[src/rtl/decoder_pipe_pkg.sv]
// Shared constants for the decode stage.
//   Opcode encodings the decoder treats specially (everything else takes the
//   default short-immediate path), destination write-position encodings and
//   the occupancy state of the output/skid buffer pair.
package decoder_pipe_pkg;

    localparam logic [3:0] OP_WRITE = 4'h1;
    localparam logic [3:0] OP_LOAD  = 4'h4;
    localparam logic [3:0] OP_JMP   = 4'hC;

    localparam logic [1:0] WPOS_FULL = 2'd0;
    localparam logic [1:0] WPOS_LOW  = 2'd1;
    localparam logic [1:0] WPOS_HIGH = 2'd2;

    typedef enum logic [1:0] {
        BUF_EMPTY = 2'd0,
        BUF_ONE   = 2'd1,
        BUF_FULL  = 2'd2
    } buf_state_t;

endpackage

[src/rtl/decoder_pipe_decode_comb.sv]
// decode_comb: purely combinational field split, immediate widening and
// legality lookup for one 16-bit instruction.
//   instruction  in   16         raw instruction
//   opcode       out  4          instruction[15:12]
//   rd_select    out  3          instruction[11:9]
//   mode         out  1          instruction[8]
//   ra_select    out  3          instruction[7:5]
//   rb_select    out  3          instruction[4:2]
//   write_pos    out  2          full word / low byte / high byte
//   immediate    out  IMM_WIDTH  sign- or zero-extended immediate
//   illegal      out  1          opcode not enabled in LEGAL_MASK
module decode_comb
    import decoder_pipe_pkg::*;
#(
    parameter int          IMM_WIDTH  = 8,
    parameter logic [15:0] LEGAL_MASK = 16'hFFFF
) (
    input  logic [15:0]          instruction,
    output logic [3:0]           opcode,
    output logic [2:0]           rd_select,
    output logic                 mode,
    output logic [2:0]           ra_select,
    output logic [2:0]           rb_select,
    output logic [1:0]           write_pos,
    output logic [IMM_WIDTH-1:0] immediate,
    output logic                 illegal
);

    logic [4:0] imm5;

    assign opcode    = instruction[15:12];
    assign rd_select = instruction[11:9];
    assign mode      = instruction[8];
    assign ra_select = instruction[7:5];
    assign rb_select = instruction[4:2];
    assign illegal   = ~LEGAL_MASK[opcode];

    // Extensions are built by filling the whole word first and then
    // overwriting the low bits, so IMM_WIDTH == 8 needs no zero-width
    // replication.
    always_comb begin
        imm5      = instruction[4:0];
        write_pos = WPOS_FULL;
        immediate = '0;
        if (opcode == OP_WRITE) begin
            // WRITE reuses the rD field as the top of its immediate
            imm5           = {instruction[11:9], instruction[1:0]};
            immediate      = {IMM_WIDTH{imm5[4]}};
            immediate[4:0] = imm5;
        end else if (opcode == OP_LOAD || opcode == OP_JMP) begin
            immediate[7:0] = instruction[7:0];
            write_pos      = mode ? WPOS_HIGH : WPOS_LOW;
        end else begin
            immediate      = {IMM_WIDTH{imm5[4]}};
            immediate[4:0] = imm5;
        end
    end

endmodule

[src/rtl/decoder_pipe.sv]
// decoder_pipe: elastic decode stage between fetch and register read.
//   Decodes on the input side, then holds results in an output register plus
//   one skid slot so the upstream ready is purely registered and the stage
//   still sustains one instruction per cycle.
//   I_clk / I_reset       clock, synchronous active-low reset
//   I_valid / O_ready     upstream handshake, I_instruction + I_pc payload
//   I_flush               drop everything held and anything offered
//   O_valid / I_ready     downstream handshake
//   O_opcode .. O_pc      decoded fields of the instruction at the output
//
//   state     | meaning
//   ----------+-------------------------------------------
//   BUF_EMPTY | nothing held, O_valid = 0
//   BUF_ONE   | output register holds a word
//   BUF_FULL  | output register and skid slot hold words, O_ready = 0
module decoder_pipe
    import decoder_pipe_pkg::*;
#(
    parameter int          IMM_WIDTH  = 8,
    parameter int          PC_WIDTH   = 16,
    parameter logic [15:0] LEGAL_MASK = 16'hFFFF
) (
    input  logic                 I_clk,
    input  logic                 I_reset,
    input  logic                 I_valid,
    output logic                 O_ready,
    input  logic [15:0]          I_instruction,
    input  logic [PC_WIDTH-1:0]  I_pc,
    input  logic                 I_flush,
    output logic                 O_valid,
    input  logic                 I_ready,
    output logic [3:0]           O_opcode,
    output logic [2:0]           O_rD_select,
    output logic [2:0]           O_rA_select,
    output logic [2:0]           O_rB_select,
    output logic                 O_mode,
    output logic [1:0]           O_rD_write_pos,
    output logic [IMM_WIDTH-1:0] O_immediate,
    output logic                 O_illegal,
    output logic [PC_WIDTH-1:0]  O_pc
);

    typedef struct packed {
        logic [3:0]           opcode;
        logic [2:0]           rd_select;
        logic [2:0]           ra_select;
        logic [2:0]           rb_select;
        logic                 mode;
        logic [1:0]           write_pos;
        logic [IMM_WIDTH-1:0] immediate;
        logic                 illegal;
        logic [PC_WIDTH-1:0]  pc;
    } word_t;

    logic [3:0]           dec_opcode;
    logic [2:0]           dec_rd;
    logic [2:0]           dec_ra;
    logic [2:0]           dec_rb;
    logic                 dec_mode;
    logic [1:0]           dec_wpos;
    logic [IMM_WIDTH-1:0] dec_imm;
    logic                 dec_illegal;

    word_t      dec_word;
    word_t      out_word;
    word_t      skid_word;
    buf_state_t state;
    buf_state_t state_next;
    logic       accept;
    logic       drain;
    logic       load_out_in;
    logic       load_out_skid;
    logic       load_skid;

    decode_comb #(
        .IMM_WIDTH  (IMM_WIDTH),
        .LEGAL_MASK (LEGAL_MASK)
    ) u_decode (
        .instruction (I_instruction),
        .opcode      (dec_opcode),
        .rd_select   (dec_rd),
        .mode        (dec_mode),
        .ra_select   (dec_ra),
        .rb_select   (dec_rb),
        .write_pos   (dec_wpos),
        .immediate   (dec_imm),
        .illegal     (dec_illegal)
    );

    assign dec_word = '{
        opcode:    dec_opcode,
        rd_select: dec_rd,
        ra_select: dec_ra,
        rb_select: dec_rb,
        mode:      dec_mode,
        write_pos: dec_wpos,
        immediate: dec_imm,
        illegal:   dec_illegal,
        pc:        I_pc
    };

    // Ready depends only on the state register and reset, never on I_ready.
    assign O_ready = I_reset & (state != BUF_FULL);
    assign O_valid = (state != BUF_EMPTY);
    assign accept  = I_valid & O_ready;
    assign drain   = O_valid & I_ready;

    always_comb begin
        state_next    = state;
        load_out_in   = 1'b0;
        load_out_skid = 1'b0;
        load_skid     = 1'b0;
        if (I_flush) begin
            state_next = BUF_EMPTY;
        end else begin
            case (state)
                BUF_EMPTY: begin
                    if (accept) begin
                        load_out_in = 1'b1;
                        state_next  = BUF_ONE;
                    end
                end
                BUF_ONE: begin
                    if (drain && accept) begin
                        load_out_in = 1'b1;
                    end else if (drain) begin
                        state_next = BUF_EMPTY;
                    end else if (accept) begin
                        load_skid  = 1'b1;
                        state_next = BUF_FULL;
                    end
                end
                BUF_FULL: begin
                    // accept is impossible here since O_ready is low
                    if (drain) begin
                        load_out_skid = 1'b1;
                        state_next    = BUF_ONE;
                    end
                end
                default: state_next = BUF_EMPTY;
            endcase
        end
    end

    always_ff @(posedge I_clk) begin
        if (!I_reset) begin
            state     <= BUF_EMPTY;
            out_word  <= '0;
            skid_word <= '0;
        end else begin
            state <= state_next;
            if (load_out_in) begin
                out_word <= dec_word;
            end else if (load_out_skid) begin
                out_word <= skid_word;
            end
            if (load_skid) begin
                skid_word <= dec_word;
            end
        end
    end

    assign O_opcode       = out_word.opcode;
    assign O_rD_select    = out_word.rd_select;
    assign O_rA_select    = out_word.ra_select;
    assign O_rB_select    = out_word.rb_select;
    assign O_mode         = out_word.mode;
    assign O_rD_write_pos = out_word.write_pos;
    assign O_immediate    = out_word.immediate;
    assign O_illegal      = out_word.illegal;
    assign O_pc           = out_word.pc;

endmodule
[config.mk]
export PLATFORM = sky130hd
export DESIGN_NAME = decoder_pipe
export DESIGN_NICKNAME = d
export VERILOG_FILES = /design/src/rtl/decoder_pipe_pkg.sv /design/src/rtl/decoder_pipe_decode_comb.sv /design/src/rtl/decoder_pipe.sv
export SDC_FILE = /design/constraint.sdc
export NUM_CORES = 1
export LEC_CHECK = 0
export ABC_CLOCK_PERIOD_IN_PS = 2000
export CORE_ASPECT_RATIO = 0.5
export CORE_MARGIN = 1.5
export CORE_UTILIZATION = 52
export CTS_BUF_LIST = sky130_fd_sc_hd__clkbuf_4 sky130_fd_sc_hd__clkbuf_8 sky130_fd_sc_hd__clkbuf_16
export DETAILED_ROUTE_END_ITERATION = 12
export MAX_ROUTING_LAYER = met4
export PLACE_DENSITY_LB_ADDON = 0.2
export SYNTH_ARGS = -nofsm -noshare
export SYNTH_HDL_FRONTEND = slang
export SYNTH_HIERARCHICAL = 1
export SYNTH_SLANG_ARGS = --single-unit
[constraint.sdc]
create_clock -name I_clk -period 2 [get_ports I_clk]
set_clock_uncertainty 0.1 [all_clocks]
set_input_delay 0.5 -clock I_clk [delete_from_list [all_inputs] [get_ports I_clk]]
set_output_delay 0.5 -clock I_clk [all_outputs]
set_load 0.1 [all_outputs]
==> Yosys cells after proc, flatten, opt, wreduce, memory -nomap -nowiden <==
Memories as Yosys holds them, arrays and structs flattened.
Index checks and enable logic that the tools add are counted.
{ "op_classes": {"n_lt_le_gt_ge": 1, "n_eq_ne": 10, "n_mux": 25, "bitwise_logic": 5, "n_reduce_logical": 7} }
{ "ops": {"columns": ["cell", "count"], "rows": [
  ["$mux W41", 2],
  ["$mux W2", 8],
  ["$mux W8", 2],
  ["$mux W1", 11],
  ["$ne A2 B2 Y1 const B", 4],
  ["$pmux W2 S3", 1],
  ["$lt A4 B5 Y1 const B", 1],
  ["$eq A4 B1 Y1 const B", 1],
  ["$eq A4 B3 Y1 const B", 1],
  ["$eq A4 B4 Y1 const B", 1],
  ["$reduce_and A4 Y1", 1],
  ["$reduce_bool A2 Y1", 2],
  ["$and A1 B1 Y1", 3],
  ["$ne A3 B3 Y1 const B", 1],
  ["$eq A2 B1 Y1 const B", 1],
  ["$eq A2 B2 Y1 const B", 1],
  ["$logic_not A2 Y1", 1],
  ["$not A1 Y1", 2],
  ["$pmux W1 S2", 1],
  ["$reduce_or A2 Y1", 1],
  ["$logic_and A1 B1 Y1", 1],
  ["$logic_or A1 B1 Y1", 1]
]} }
{ "word_totals": {"regBits": 84, "romBits": 16, "input_bits": 37, "out_inout_bits": 43, "elab_cells": 68, "memories": 1} }
{ "mem_list": {"columns": ["memory", "words", "width", "rd", "rd_clocked_by_memory_dff", "write_ports", "line", "source"], "rows": [
  ["(name not given)", 16, 1, 1, 0, 0, "decoder_pipe_decode_comb.sv:36", "assign illegal = ~LEGAL_MASK[opcode];"]
]} }

==> Logic depth before layout (Yosys ltp) <==
{ "logic_depth": {"ltp_word": 8, "mapped_depth": 6, "ltp_nobuf": 5} }

==> Modules after synthesis <==
Netlist, hierarchy kept.
{ "by_module_without_submodules": {"columns": ["mod", "n_inst", "cells_each", "area_each_um2", "seq_area_each_um2"], "rows": [
  ["decoder_pipe", 1, 442, 3821.2, 1681.6],
  ["decode_comb", 1, 36, 271.5, 0.0]
]} }

==> Least setup slack after synthesis <==
Ideal clock, no wire load.
{ "synth_path": {"kind": "input port to output port", "from": "input port I_reset", "to": "output port O_ready", "arrival_time_ns": 2.927, "t_required_ns": 1.400, "slack_ns": -1.527, "path_stages": 2, "path_buffers": 1, "path_cell_list": "clkbuf_1 a21boi_0"} }
{ "synth_via": {"elab_chain_cells": 1} }
{ "synth_rtl": {"columns": ["element", "line", "source"], "rows": [
  ["start: declaration", "decoder_pipe.sv:24", "input logic I_reset,"],
  ["$and A1 B1 Y1", "decoder_pipe.sv:103", "assign O_ready = I_reset & (state != BUF_FULL);"],
  ["end: declaration", "decoder_pipe.sv:26", "output logic O_ready,"]
]} }
No other way between the ends.

==> Worst setup path after layout <==
{ "layout_path": {"from": "input port I_instruction[14]", "to": "register out_word, in the netlist O_immediate[4]"} }
{ "layout_via": {"elab_chain_cells": 3} }
{ "layout_rtl": {"columns": ["element", "line", "source"], "rows": [
  ["start: declaration", "decoder_pipe.sv:27", "input logic [15:0] I_instruction,"],
  ["$eq A4 B1 Y1", "decoder_pipe_decode_comb.sv:45", "if (opcode == OP_WRITE) begin"],
  ["$mux W8", "decoder_pipe_decode_comb.sv:45", null],
  ["net dec_imm[4]", "decoder_pipe.sv:61", "logic [IMM_WIDTH-1:0] dec_imm;"],
  ["$mux W41", "decoder_pipe.sv:152", "if (load_out_in) begin"],
  ["end signal: assignment", "decoder_pipe.sv:153", "out_word <= dec_word;"],
  ["end signal: assignment", "decoder_pipe.sv:155", "out_word <= skid_word;"],
  ["end: declaration", "decoder_pipe.sv:65", "word_t out_word;"]
]} }
The timed path passes the listed nets, and every way through them passes these cells.
A chain may end at the register's enable or synchronous reset.

==> summary.md <==
The H-tree generated during clock tree synthesis spans 3 levels. The tools report the number of buffers on the longest clock path as 2. The cell taking the most area after synthesis is sky130_fd_sc_hd__dfxtp_1.

After synthesis, the cell types taking the most area are sky130_fd_sc_hd__dfxtp_1 (41%), sky130_fd_sc_hd__nand2_1 (7.9%), sky130_fd_sc_hd__a21boi_1 (7.5%), sky130_fd_sc_hd__o31ai_1 (7.2%), sky130_fd_sc_hd__a31oi_1 (6.0%). The buffer type at the clock tree root was sky130_fd_sc_hd__clkbuf_16. Entering global routing, the biggest net connects 57 pins. Post-CTS repair timing setup buffer count: 0. The wire length of the first global-routing pass is 16800 um, and the final period demand of the worst path is 1.94 ns. Setup repair after global routing could not meet its margin everywhere. The number of synthesized flops with an enable pin works out to 0. The worst hold margin was 0.366 ns. Wires add up to 10200 um. In the final routed layout, each cell accounts on average for 15.8 um. The run gives 3679 as the via count of the routed design. Timing would allow up to 0.514 GHz. Grouping stages by cell kind, the critical path spends the most delay in buffers and inverters. The multi-input combinational cells in the finished layout cover a total of 0.00196 mm2.

The count of pins on the block boundary is 80, and the core area is 0.00749 mm2. The logs give 4 for the number of optimization iterations in the first detailed-route pass and 2.06 ns for the data arrival time of the worst path. The clock reaches the later pin of the worst-skew pair after 0.34 ns. The tools report the post-synthesis net count as 515. DRC violation total after the first TritonRoute iteration: 252. Once placement finished, the instance area stood at 0.00534 mm2.

The number of global-route vias before repair is 3488, and the share of synthesized cell area in full adder, half adder and majority cells is 0%. Global routing consumed, over all layers together, 26.1% of the routing resources. At the pin with the least slew margin, the transition time is 0.505 ns.

The run gives 0 as the number of remaining DRC errors. Clock tree synthesis found a total of 84 sinks. The final standard cell area without fillers is 0.00563 mm2. Row generation in the floorplan step produced 22 rows.

The post-layout net count was 568; the count of cells along the worst hold path was 2. The initial core utilization was 54.7%. Detailed placement finished with a half-perimeter wire length of 6690 um.

Of the cells placed in the final design, the portion with a size suffix greater than 1 is 20.6%. The gate count of the mapped netlist came out at 478. TritonCTS created 9 clock buffers. The tools report the startpoint kind of the worst setup timing path as an input port.

Sequential cell area in the final layout: 0.00168 mm2. The flow ran to the end, and the final reports show no timing, DRC or antenna violations. After clock tree synthesis, the repair step resized 0 gates.

The chip height works out to 65.7 um. Of the post-synthesis cell area, the dominant cell type holds 41.1%. The average instance in the mapped netlist occupies 8.56 um2. The post-synthesis compound-gate area fraction works out to 28.0%. The mapped netlist covers 0.00409 mm2. The most critical setup path has its startpoint at I_instruction[14].

The floorplan step defined a die boundary enclosing 0.00844 mm2. Fraction of the cycle the final worst path needs: 97.2%. Basic-gate share of the synthesized area counting and, or, nand and nor cells: 17.5%.

The reg2reg setup slack came out at 0.34 ns. In this run, post-CTS hold repair placed 0 buffers. Headroom to the max-slew limit came out at 66.3%. Routability-driven placement finished with a final weighted congestion of 0.796. Dividing the detail-routed via count by the number of cells gives 5.72.

The number of library cell types mapped by synthesis was 39. After synthesis, the largest family of logic cells by area is compound AO/OA/AOI/OAI gates. The total power divided by cell area came out at 749 mW/mm2. The worst setup path is captured at a register.

For hold timing, the worst endpoint is O_rB_select[2]$_SDFFE_PN0P_. VDD sags by at most 467 uV. Of the synthesized area, sequential elements account for 41.1%. Traced cell by cell, the critical path runs through clkdlybuf4s50_1 > nor4b_4 > mux2_2 > o31ai_2 > a31oi_1. The run gives 0 as the number of slew-limit violations in the final report. Multiplexer cells account for 1.07% of the synthesized area. The reg-to-reg critical path startpoint was state[1]$_SDFFE_PP0P_. In this run the tool buffered the top-level ports with 79 buffer cells.

TritonCTS built the clock tree. Fill cells in the final layout number 558. The startpoint identified for the worst hold timing path is skid_word[30]$_SDFFE_PN0P_.

Yosys printed 6 warnings. The main flop type after synthesis was sky130_fd_sc_hd__dfxtp_1. The repair_antennas step left the layout with diodes totalling 0. For this run the aggregate overflow at the end of global routing stands at 0. The biggest fanout along the worst timing path came out at 3. The peak per-stage delay on the critical path came out at 0.48 ns. The number of cells on the worst reg-to-reg path is 4. The sum of buffers and inverters on the critical path was 1; the core utilization of the finished layout was 75.1%. The tools report the setup-violating endpoint count in the final report as 0.

The synthesized netlist devotes 0% of its cell area to XOR and XNOR gates. The clock-pin transition on the worst setup and hold timing paths came out at 0.06 ns. For the worst setup path, the data required time is 2.12 ns. The area overhead of the layout relative to synthesis came out at 37.5%.

Synthesis inferred 84 register bits. The classification of the worst-slack hold path was reg -> reg. The worst register-to-register path ends at skid_word[18]$_SDFFE_PN0P_. The chip width is 128 um. The tools report the initial antenna violation count as 0.

The largest individual stage delay along the critical path comes from the cell sky130_fd_sc_hd__clkdlybuf4s50_1. Share of flip-flops with an asynchronous set or reset: 0%. The final number of hold-violating endpoints came out at 0. For this design the static power due to leakage is 1.96 nW. Across the run, the number of max-cap violations was 0.

The number of routed nets with antenna violations is 0. The worst setup path is of the in -> reg kind.
how the worst max path moves through the flow:
stage,end,slack (ns),cells after the start
final,O_immediate[4]$_SDFFE_PN0P_,0.06,5
after global routing,O_immediate[2]$_SDFFE_PN0P_,-0.02,5
after CTS,O_immediate[4]$_SDFFE_PN0P_,0.04,5
after detailed placement,O_immediate[4]$_SDFFE_PN0P_,-0.31,5
after global placement,O_immediate[2]$_SDFFE_PN0P_,-0.27,5
after floorplan,O_ready,0.06,2
power by group:
part	internal, mW	switching (mW)
combinational	0.353	0.538
clock	0.925	0.622
sequential	1.72	0.0517
cell type report:
| class | instances | share of cell area, % |
|---|---|---|
| tap | 108 | 2.40 |
| inverter | 1 | 0.0667 |
| sequential | 84 | 29.9 |
| clock buffer | 13 | 4.76 |
| multi-input combinational | 325 | 34.9 |
| timing repair buffer | 110 | 27.8 |
| clock inverter | 2 | 0.178 |
flip-flops by register name, indices dropped and copies added, names as in the netlist:
signal / flops
skid_word: 41
O_pc: 16
O_immediate: 8
O_opcode: 4
O_rA_select: 3
O_rB_select: 3
O_rD_select: 3
O_rD_write_pos: 2
state: 2
O_illegal: 1
O_mode: 1
worst reg2reg max path, cell delays in order (launching register included):
cell                        delay (ns)
sky130_fd_sc_hd__dfxtp_1          0.57
sky130_fd_sc_hd__nand4bb_4        0.29
sky130_fd_sc_hd__buf_4            0.33
sky130_fd_sc_hd__o21ai_0          0.14
sky130_fd_sc_hd__a21boi_1         0.16
metrics by stage:
step           total power, mW  TNS, ns  worst slack, ns  instances
4_1_cts                   4.24        0           0.0365        643
3_5_place_dp              2.70   -10.97           -0.315        628
6_report                  4.21        0           0.0560        643
2_1_floorplan             2.35        0           0.0602        478
3_3_place_gp              2.69    -7.86           -0.274        628
5_1_grt                   4.33  -0.0166          -0.0166        643
placed cells by master, fill, tap and decap left out, types with 9 or more instances in the layout:
cell                              synthesis  final
sky130_fd_sc_hd__nand2_1                 86     86
sky130_fd_sc_hd__dfxtp_1                 84     84
sky130_fd_sc_hd__buf_12                   0     52
sky130_fd_sc_hd__nand3_1                 44     44
sky130_fd_sc_hd__a21boi_1                41     41
sky130_fd_sc_hd__a31oi_1                 39     39
sky130_fd_sc_hd__o31ai_1                 39     37
sky130_fd_sc_hd__clkdlybuf4s50_1          0     34
sky130_fd_sc_hd__o21ai_1                 23     23
sky130_fd_sc_hd__buf_4                   28     22
sky130_fd_sc_hd__o21ai_0                 19     19
sky130_fd_sc_hd__clkbuf_16                0      9
synthesized netlist by cell type, types with 2 or more instances:
master / n
sky130_fd_sc_hd__clkbuf_1: 8
sky130_fd_sc_hd__nand4bb_1: 2
sky130_fd_sc_hd__buf_4: 28
sky130_fd_sc_hd__buf_2: 12
sky130_fd_sc_hd__buf_6: 15
sky130_fd_sc_hd__mux2_2: 3
sky130_fd_sc_hd__nand3_1: 44
sky130_fd_sc_hd__nor2b_1: 3
sky130_fd_sc_hd__a21oi_1: 2
sky130_fd_sc_hd__nand2_1: 86
sky130_fd_sc_hd__o31ai_1: 39
sky130_fd_sc_hd__a21boi_1: 41
sky130_fd_sc_hd__a31oi_2: 2
sky130_fd_sc_hd__and4bb_1: 2
sky130_fd_sc_hd__clkbuf_2: 5
sky130_fd_sc_hd__o21ai_0: 19
sky130_fd_sc_hd__o21ai_1: 23
sky130_fd_sc_hd__o31ai_2: 2
sky130_fd_sc_hd__a31oi_1: 39
sky130_fd_sc_hd__dfxtp_1: 84
metal layers:
layer	routed length [um]	global-route usage [%]	vias to the layer above	share of wire [%]
met5	0	-	-	0
met4	120	8.29	0	1.2
met3	564	5.86	14	5.5
met2	4610	40.9	101	45
met1	4890	34.0	1758	48
li1	-	-	1806	-
cells by family after synthesis:
logic type	count (synthesis)
AOI/OAI and AO/OA	171
buffers and inverters	69
DFF	84
muxes	4
other	1
and+or+nand+nor	149
No activity file was read; power rests on OpenSTA's default activity.
